## config.mk

```make
export PLATFORM = sky130hd
export DESIGN_NAME = fetch_ctrl
export DESIGN_NICKNAME = d
export VERILOG_FILES = /design/src/rtl/fetch_ctrl.sv
export SDC_FILE = /design/constraint.sdc
export NUM_CORES = 1
export LEC_CHECK = 0
export BUFFER_PORTS_ARGS = -buffer_cell sky130_fd_sc_hd__buf_2
export CAP_MARGIN = 10
export CORE_ASPECT_RATIO = 0.6
export CORE_UTILIZATION = 54
export DETAILED_ROUTE_END_ITERATION = 8
export HOLD_SLACK_MARGIN = 0.06
export PLACE_DENSITY = 0.79
export SLEW_MARGIN = 10
export SYNTH_ARGS = -nofsm -noshare
export SYNTH_HDL_FRONTEND = slang
export SYNTH_SLANG_ARGS = --single-unit
```

## constraint.sdc

```tcl
create_clock -name clk -period 2.3 [get_ports clk]
set_input_delay 0.115 -clock clk [delete_from_list [all_inputs] [get_ports clk]]
set_output_delay 0.115 -clock clk [all_outputs]
set_load 0.01 [all_outputs]
```

## src/rtl/fetch_ctrl.sv

```systemverilog
// fetch_ctrl: instruction fetch controller (one outstanding request, decode register, redirect/flush)
// Ports:
//   clk, rst                 clock, asynchronous active-low reset
//   stallD                   decode cannot accept a new instruction
//   pc_srcE, pc_targetE      execute-stage redirect and its target
//   imem_req, imem_addr      memory request strobe and word address
//   imem_ready               memory accepts the request this cycle
//   imem_valid, imem_rdata   response strobe and instruction
//   instrD, pcD, validD      decode-stage instruction register
module fetch_ctrl #(
    parameter int              PC_W     = 5,
    parameter logic [PC_W-1:0] RESET_PC = '0
) (
    input  logic            clk,
    input  logic            rst,
    input  logic            stallD,
    input  logic            pc_srcE,
    input  logic [PC_W-1:0] pc_targetE,
    output logic            imem_req,
    output logic [PC_W-1:0] imem_addr,
    input  logic            imem_ready,
    input  logic            imem_valid,
    input  logic [31:0]     imem_rdata,
    output logic [31:0]     instrD,
    output logic [PC_W-1:0] pcD,
    output logic            validD
);
    typedef enum logic [1:0] {S_REQ, S_WAIT, S_HOLD} state_t;

    state_t          state_q, state_d;
    logic [PC_W-1:0] pcf_q, pcf_d;
    logic [PC_W-1:0] infl_q, infl_d;
    logic            kill_q, kill_d;
    logic [31:0]     hold_instr_q, hold_instr_d;
    logic [PC_W-1:0] hold_pc_q, hold_pc_d;
    logic [31:0]     instr_q, instr_d;
    logic [PC_W-1:0] pcd_q, pcd_d;
    logic            vd_q, vd_d;

    // Request is gated by reset so nothing is issued before the first post-reset cycle.
    assign imem_req  = rst && state_q == S_REQ && !pc_srcE;
    assign imem_addr = pcf_q;
    assign instrD    = instr_q;
    assign pcD       = pcd_q;
    assign validD    = vd_q;

    always_comb begin
        state_d      = state_q;
        pcf_d        = pcf_q;
        infl_d       = infl_q;
        kill_d       = kill_q;
        hold_instr_d = hold_instr_q;
        hold_pc_d    = hold_pc_q;
        instr_d      = instr_q;
        pcd_d        = pcd_q;
        // An unloaded cycle drains D unless decode is stalled.
        vd_d         = vd_q && stallD;
        case (state_q)
            S_REQ: begin
                if (!pc_srcE && imem_ready) begin
                    infl_d  = pcf_q;
                    pcf_d   = pcf_q + 1'b1;
                    state_d = S_WAIT;
                end
            end
            S_WAIT: begin
                if (imem_valid) begin
                    state_d = S_REQ;
                    kill_d  = 1'b0;
                    // A killed or redirected response is simply dropped.
                    if (!pc_srcE && !kill_q) begin
                        if (!vd_q || !stallD) begin
                            instr_d = imem_rdata;
                            pcd_d   = infl_q;
                            vd_d    = 1'b1;
                        end else begin
                            hold_instr_d = imem_rdata;
                            hold_pc_d    = infl_q;
                            state_d      = S_HOLD;
                        end
                    end
                end else if (pc_srcE) begin
                    // Response still in flight: remember to discard it when it lands.
                    kill_d = 1'b1;
                end
            end
            S_HOLD: begin
                if (pc_srcE) begin
                    state_d = S_REQ;
                end else if (!stallD) begin
                    instr_d = hold_instr_q;
                    pcd_d   = hold_pc_q;
                    vd_d    = 1'b1;
                    state_d = S_REQ;
                end
            end
            default: state_d = S_REQ;
        endcase
        if (pc_srcE) begin
            pcf_d        = pc_targetE;
            vd_d         = 1'b0;
            hold_instr_d = '0;
            hold_pc_d    = '0;
        end
    end

    always_ff @(posedge clk or negedge rst) begin
        if (!rst) begin
            state_q      <= S_REQ;
            pcf_q        <= RESET_PC;
            infl_q       <= '0;
            kill_q       <= 1'b0;
            hold_instr_q <= '0;
            hold_pc_q    <= '0;
            instr_q      <= '0;
            pcd_q        <= '0;
            vd_q         <= 1'b0;
        end else begin
            state_q      <= state_d;
            pcf_q        <= pcf_d;
            infl_q       <= infl_d;
            kill_q       <= kill_d;
            hold_instr_q <= hold_instr_d;
            hold_pc_q    <= hold_pc_d;
            instr_q      <= instr_d;
            pcd_q        <= pcd_d;
            vd_q         <= vd_d;
        end
    end
endmodule
```

Yosys cells after proc, flatten, opt, wreduce, memory -nomap -nowiden
Cells that the tools add are included.
{"block": "classes", "n_addsub": 1, "reduce_logical": 23, "n_mux": 40, "eq_ne": 10}
{"operator": "$mux W32", "count": 10}
{"operator": "$mux W5", "count": 13}
{"operator": "$pmux W32 S2", "count": 1}
{"operator": "$mux W2", "count": 6}
{"operator": "$ne A2 B2 Y1 const B", "count": 6}
{"operator": "$reduce_bool A2 Y1", "count": 6}
{"operator": "$pmux W5 S2", "count": 1}
{"operator": "$mux W1", "count": 7}
{"operator": "$pmux W2 S3", "count": 1}
{"operator": "$reduce_and A2 Y1", "count": 3}
{"operator": "$reduce_and A6 Y1", "count": 1}
{"operator": "$add A5 B1 Y5 const B", "count": 1}
{"operator": "$logic_and A1 B1 Y1", "count": 5}
{"operator": "$logic_not A1 Y1", "count": 4}
{"operator": "$reduce_and A4 Y1", "count": 1}
{"operator": "$ne A3 B3 Y1 const B", "count": 1}
{"operator": "$reduce_and A3 Y1", "count": 1}
{"operator": "$eq A2 B1 Y1 const B", "count": 1}
{"operator": "$eq A2 B2 Y1 const B", "count": 1}
{"operator": "$logic_not A2 Y1", "count": 1}
{"operator": "$ne A2 B1 Y1 const B", "count": 1}
{"operator": "$pmux W1 S2", "count": 1}
{"operator": "$logic_or A1 B1 Y1", "count": 1}
{"block": "word_totals", "ff_bits": 88, "wordCells": 83, "output_inout_bits": 44}

Depth between registers and ports, before layout
Gate-level depths: netlist of run 1.
{"block": "depth", "ltp_word": 7, "depth_mapped": 9}

Least setup slack after synthesis of run 1
OpenSTA, ideal clock, no wires.
{"block": "synth_timing", "kind": "reg2reg", "from": "reg state_q[0]", "to": "reg instr_q[24] (netlist: instrD[24])", "path_stages_with_launch": 7, "required_ps": 2175, "n_path_buf": 2, "path_slack_ps": 423, "arrival_time_ps": 1752, "setup_ps": 125, "path_cell_list": "dfrtp_1 > inv_1 > ha_1 > buf_4 > clkbuf_1 > mux2_2 > mux2_4"}
{"block": "synth_between", "elab_chain_len": 3, "elab_cells_between_ends": 10}
{"item": "from (decl)", "line": "30", "source": "state_t state_q, state_d;"}
{"item": "from (signal assigned)", "line": "119", "source": "state_q <= state_d;"}
{"item": "$eq A2 B1 Y1 / $eq A2 B2 Y1 (equally long branches)", "line": "58", "source": "case (state_q)"}
{"item": "$ne A2 B2 Y1 (no source line) / $reduce_bool A2 Y1 (equally long branches)"}
{"item": "$reduce_and A6 Y1 (no source line)"}
{"item": "to (signal assigned)", "line": "125", "source": "instr_q <= instr_d;"}
{"item": "to (decl)", "line": "36", "source": "logic [31:0] instr_q, instr_d;"}
Several ways; a longest one is shown, not always the timed one.
A chain may end at the register's enable or synchronous reset.

Worst setup path in the final report of run 1
{"block": "layout_timing", "from": "reg state_q[1]", "to": "reg hold_instr_q[13]"}
{"block": "layout_between", "elab_chain_len": 3}
{"item": "$eq A2 B1 Y1", "line": "58"}
{"item": "$reduce_bool A2 Y1 (no source line)"}
{"item": "$reduce_and A4 Y1 (no source line)"}
{"item": "to (signal assigned)", "line": "123", "source": "hold_instr_q <= hold_instr_d;"}
{"item": "to (decl)", "line": "34", "source": "logic [31:0] hold_instr_q, hold_instr_d;"}
Every way passes these cells.

==> results of run 1 <==
## metal layers
metal  up-vias  GRT usage (%)  wire length, um
li1       1367              -                -
met1      1432           36.1             4400
met4         0           4.76               69
met3         7           7.87              483
met5         -              0                0
met2        88           38.5             4180
## power by group through the flow
stage | clock network [mW] | registers (mW) | logic (mW)
3_5_place_dp | 0 | 2.25 | 1.84
6_report | 1.47 | 2.24 | 1.90
2_1_floorplan | 0 | 2.39 | 1.13
3_3_place_gp | 0 | 2.24 | 1.80
5_1_grt | 1.57 | 2.29 | 2.04
4_1_cts | 1.50 | 2.24 | 1.91
## cell families after synthesis
group	share of synthesized area, %
flops	53.4
xor+xnor	0.850
buf+inv	3.79
fa+ha+maj	1.21
mux	25.1
compound gates	8.53
simple gates	7.10
## synth_stat cells
library cell	count
a21oi_1	23
a21oi_4	1
a22o_1	18
a31oi_2	1
and2_1	1
buf_2	5
buf_4	4
buf_6	1
buf_8	3
clkbuf_1	7
dfrtp_1	88
ha_1	4
inv_1	5
mux2_2	50
mux2_4	30
mux2i_1	2
nand2_1	47
nand2_2	2
nand2b_1	2
nand4_1	3
nor2_1	4
nor2b_1	1
nor3_2	1
nor3b_1	1
nor4_4	1
o211ai_1	1
o21ai_0	5
o2bb2ai_1	1
o32ai_1	1
or3_1	1
xnor2_1	2
xor2_1	2
## layout make-up
class / instances / area, um2 / share of cell area, %
tap: 104 / 130 / 2.44
clock inverter: 3 / 40.0 / 0.752
clock buffer: 13 / 260 / 4.89
multi-input combinational: 205 / 1770 / 33.2
sequential: 88 / 2200 / 41.4
inverter: 5 / 18.8 / 0.353
timing repair buffer: 133 / 906 / 17.0
## timing repair
item,in CTS,in global routing
endpoints found under the hold margin,125,0
setup endpoints to repair,0,0
hold buffers,38,0
## critical path, stage by stage (launching register included)
cell,delay [ps]
dfrtp_1,390
inv_1,100
ha_1,370
nand2_2,160
or3_1,670
nand2_1,180
a21oi_1,80
## sequential cells by signal (all words and copies together), names as in the netlist
signal and count:
hold_pc_q 5, kill_q 1, instrD 32, hold_instr_q 32
infl_q 5, validD 1, state_q 2, pcD 5
imem_addr 5
## layout by cell type, fill, tap and decap left out, types with 2 or more instances in the layout
master,netlist,layout
buf_2,5,85
clkbuf_8,0,2
inv_1,5,5
xor2_1,2,2
a22o_1,18,18
o21ai_0,5,5
mux2_2,50,50
mux2i_1,2,2
buf_12,0,2
xnor2_1,2,2
nand2_1,47,47
dfrtp_1,88,88
buf_4,4,8
nor2_1,4,4
clkbuf_1,7,2
a21oi_1,23,23
nand4_1,3,3
nand2b_1,2,2
mux2_4,30,30
clkinv_2,0,2
clkbuf_16,0,9
ha_1,4,3
nand2_2,2,2
dlygate4sd3_1,0,38
## worst paths after layout
kind / endpoint / startpoint / cells after the start / slack, ps
max in group asynchronous: instrD[14] / rst / 3 / 1560
worst max register to register: hold_instr_q[13] / state_q[1] / 6 / 220
worst min register to register: instrD[6] / instrD[6] / 1 / 500
worst max-delay path: hold_instr_q[13] / state_q[1] / 6 / 220
min in group asynchronous: imem_addr[0] / rst / 3 / 330
worst min-delay path: hold_instr_q[13] / imem_rdata[13] / 3 / 60
==> results.cfg, run 1 <==
[run_status]
status = complete, no violations

[placement]
portBuffers = 86
placed_area_mm2 = 0.00464
dp_hpwl_mm = 5.68
place_congestion = 0.812
place_ws_ps = 230
placed_cells_incl_taps = 497

[layout]
n_fill_cell = 527
design_area_mm2 = 0.00532
syn2layout_area_growth_pct = 29.1
antenna_cells = 0
drive_gt1_share_pct = 43.8
final_nets = 489
utilization_pct = 72.6
finalNonFillerCells = 551

[grt]
grt_antenna_before_repair = 0
grt_overflow = 0
grt_pass1_wl_mm = 15.2
grt_usage_pct = 25.3
grt_pass1_vias = 3015
grt_max_degree = 89

[clock_tree]
cts_resized = 0
postCtsSetupRepairBufs = 0
numClockSinks = 88
clock_path_buffers = 2
cts_tree = done
cts_buffers = 9
htreeDepth = 3
clkTransAtPathRegs_ps = 60
cts_root_buf = clkbuf_16
worstSkewPairLatency_ps = 340

[routing]
drc = 0
drt_iter0_markers = 138
postRouteAntennaNets = 0
num_vias = 2894
wl_per_cell_um = 16.6
first_pass_iters = 4
drt-total-wl_mm = 9.13
via_per_inst = 5.25

[synthesis]
netlist_area_mm2 = 0.00412
netlist_instances = 318
synth_area_leaders = dfrtp_1, mux2_2, mux2_4
avgSynthCellArea_um2 = 13.0
synth_top_area_share_pct = 53.4
ys_warn_count = 0
synth_seq_area_share_pct = 53.4
synth_cell_types = 32
synth_nets = 365
ys_seq_elements = 88
synth_top_area_cell = dfrtp_1

[pwr]
swShare_pct = 29.5
power_frac_seq_pct = 39.9
power.density_mw_per_mm2 = 1050
p_total_mw = 5.61
p_clk_share_pct = 26.3
p_leak_nw = 2.47
comb_power_share_pct = 33.8
power_switching_mw = 1.65
irDropWorstVdd_mv = 0.703
internal_power_mw = 3.96

[critical_path]
worstPathRequired_ps = 2510
crit_fanout = 19
worst_ep_arrival_time_ps = 2290
cp-end-kind = flip-flop
critical_path_class = reg -> reg
cp-start-kind = flip-flop

[floorplanning]
start_util_pct = 56.3
fp.dieW_um = 115
fp.dieH_um = 69.7
die_area_mm2 = 0.00800
rows = 24
num_io_pins = 87
core_region_area_mm2 = 0.00733

[sta]
setup_viol = 0
max_freq_mhz = 482
worstMarginPinSlew_ps = 666
final_period_minus_worst_setup_slack_ps = 2080
clock-skew-final_ps = 4.98
fin_crit_sh_pct = 90.3
fin_ws_ps = 224
hold_ws_ps = 64.1
setup_tns_ps = 0
slew-limit-headroom_pct = 55.6
hold_violations = 0
slew_violations = 0
rsz0062_at_grt = no

[run]
maxCapViolCount = 0

[min_path]
hp-class = in -> reg
Power figures use the tool's default switching activity.
==> run 2, diff against run 1 <==
--- a/config.mk
+++ b/config.mk
@@ -11,7 +11,9 @@
 export CORE_UTILIZATION = 54
 export DETAILED_ROUTE_END_ITERATION = 8
 export HOLD_SLACK_MARGIN = 0.06
+export MAX_ROUTING_LAYER = met4
 export PLACE_DENSITY = 0.79
+export SKIP_LAST_GASP = 1
 export SLEW_MARGIN = 10
 export SYNTH_ARGS = -nofsm -noshare
 export SYNTH_HDL_FRONTEND = slang
==> results.cfg, run 2 (synthesis results as in run 1) <==
[run_status]
status = complete, no violations

[sta]
max_freq_mhz = 483
setup_viol = 0
rsz0062_at_grt = no
slew-limit-headroom_pct = 56.0
clock-skew-final_ps = 5.31
hold_ws_ps = 69.4
setup_tns_ps = 0
slew_violations = 0
final_period_minus_worst_setup_slack_ps = 2070
hold_violations = 0
fin_crit_sh_pct = 90.1
worstMarginPinSlew_ps = 660

[routing]
drc = 0
drt_iter0_markers = 130
postRouteAntennaNets = 0
first_pass_iters = 5
via_per_inst = 5.24
drt-total-wl_mm = 9.09
wl_per_cell_um = 16.5
num_vias = 2887

[floorplanning]
start_util_pct = 56.3
num_io_pins = 87
rows = 24
fp.dieH_um = 69.7
die_area_mm2 = 0.00800
fp.dieW_um = 115
core_region_area_mm2 = 0.00733

[pwr]
p_clk_share_pct = 26.2
p_total_mw = 5.61
power_switching_mw = 1.65
p_leak_nw = 2.47
power_frac_seq_pct = 40.0
internal_power_mw = 3.96
power.density_mw_per_mm2 = 1050
irDropWorstVdd_mv = 0.703
comb_power_share_pct = 33.8
swShare_pct = 29.4

[layout]
layout_common_cells = dfrtp_1, buf_2, mux2_2, nand2_1, dlygate4sd3_1
syn2layout_area_growth_pct = 29.1
finalNonFillerCells = 551
antenna_cells = 0
layout_commonest_cell = dfrtp_1
drive_gt1_share_pct = 43.8
utilization_pct = 72.6
final_nets = 489

[placement]
dp_hpwl_mm = 5.68
placed_cells_incl_taps = 497
place_congestion = 0.823
portBuffers = 86

[grt]
grt_pass1_wl_mm = 15.2
grt_antenna_before_repair = 0
grt_max_degree = 89
grt_usage_pct = 26.0
grt_pass1_vias = 3015
grt_overflow = 0

[clock_tree]
cts_buffers = 9
htreeDepth = 3
postCtsSetupRepairBufs = 0
clock_path_buffers = 2
clkTransAtPathRegs_ps = 60
cts_resized = 0
ctsHoldBuffers = 38
cts_root_buf = clkbuf_16
worstSkewPairLatency_ps = 340
cts_tree = done
numClockSinks = 88

[min_path]
hp-class = in -> reg
worst_hold_startpoint = imem_rdata[13]
hold_depth = 3
min_to = hold_instr_q[13]

[critical_path]
timing.rr.end = hold_instr_q[13]
cp-end-kind = flip-flop
cpMaxStageDelayCell = or3_1
critical_path_class = reg -> reg
r2r_cells = 6
crit_fanout = 19
crit_chain = inv_1 -> ha_1 -> nand2_2 -> or3_1 -> nand2_1 -> a21oi_1
worstPathRequired_ps = 2510
r2r_start = state_q[1]
r2r_slack_ps = 230
cp-start-kind = flip-flop
worst_ep_arrival_time_ps = 2280
cpPeakStageDelay_ps = 670

[run]
maxCapViolCount = 0
[run 2: cell counts in the layout (fill, tap and decap cells not counted)]
Identical to the previous run, type by type.
[run 2: critical path, delay by kind of cell (launching register included)]
kind,cells,cell delay [ps]
flip-flops,1,390
adder cells (fa/ha/maj),1,370
buffers and inverters,1,100
AND/OR/NAND/NOR,3,1010
AO/OA/AOI/OAI,1,80
[run 2: how the worst max path moves through the flow]
stage               start               end  slack [ps]  depth (start not counted)
2_1_floorplan  state_q[0]        instrD[24]         420                          6
5_1_grt        state_q[1]  hold_instr_q[13]          80                          6
4_1_cts        state_q[1]  hold_instr_q[13]         220                          6
6_report       state_q[1]  hold_instr_q[13]         230                          6
3_5_place_dp   state_q[1]  hold_instr_q[22]         230                          6
3_3_place_gp   state_q[0]        instrD[11]         350                          7
[run 2: per-stage QoR]
stage / setup WS (ps) / area [um2]
6_report: 228 / 5320
5_1_grt: 81.3 / 5320
4_1_cts: 215 / 5320
3_5_place_dp: 230 / 4640
3_3_place_gp: 348 / 4640
2_1_floorplan: 423 / 4120
[run 2: final cells by class]
class / count / area (um2)
clock buffer: 13 / 260
clock inverter: 3 / 40.0
fill: 527 / 2000
inverter: 5 / 18.8
multi-input combinational: 205 / 1770
sequential: 88 / 2200
tap: 104 / 130
timing repair buffer: 133 / 906
[run 2: layer usage]
layer,share of wire (%),GRT usage (%),wire [um],vias up
met2,46,38.7,4170,82
met4,0.85,4.76,77,0
met5,0,-,0,-
met3,5.1,7.69,467,9
met1,48,36.0,4370,1427
li1,-,-,-,1369
[run 2: power groups by stage]
stage	Clock (mW)	Combinational (mW)	Sequential, mW
5_1_grt	1.57	2.04	2.29
6_report	1.47	1.90	2.24
2_1_floorplan	0	1.13	2.39
4_1_cts	1.50	1.91	2.24
3_5_place_dp	0	1.84	2.25
3_3_place_gp	0	1.80	2.24
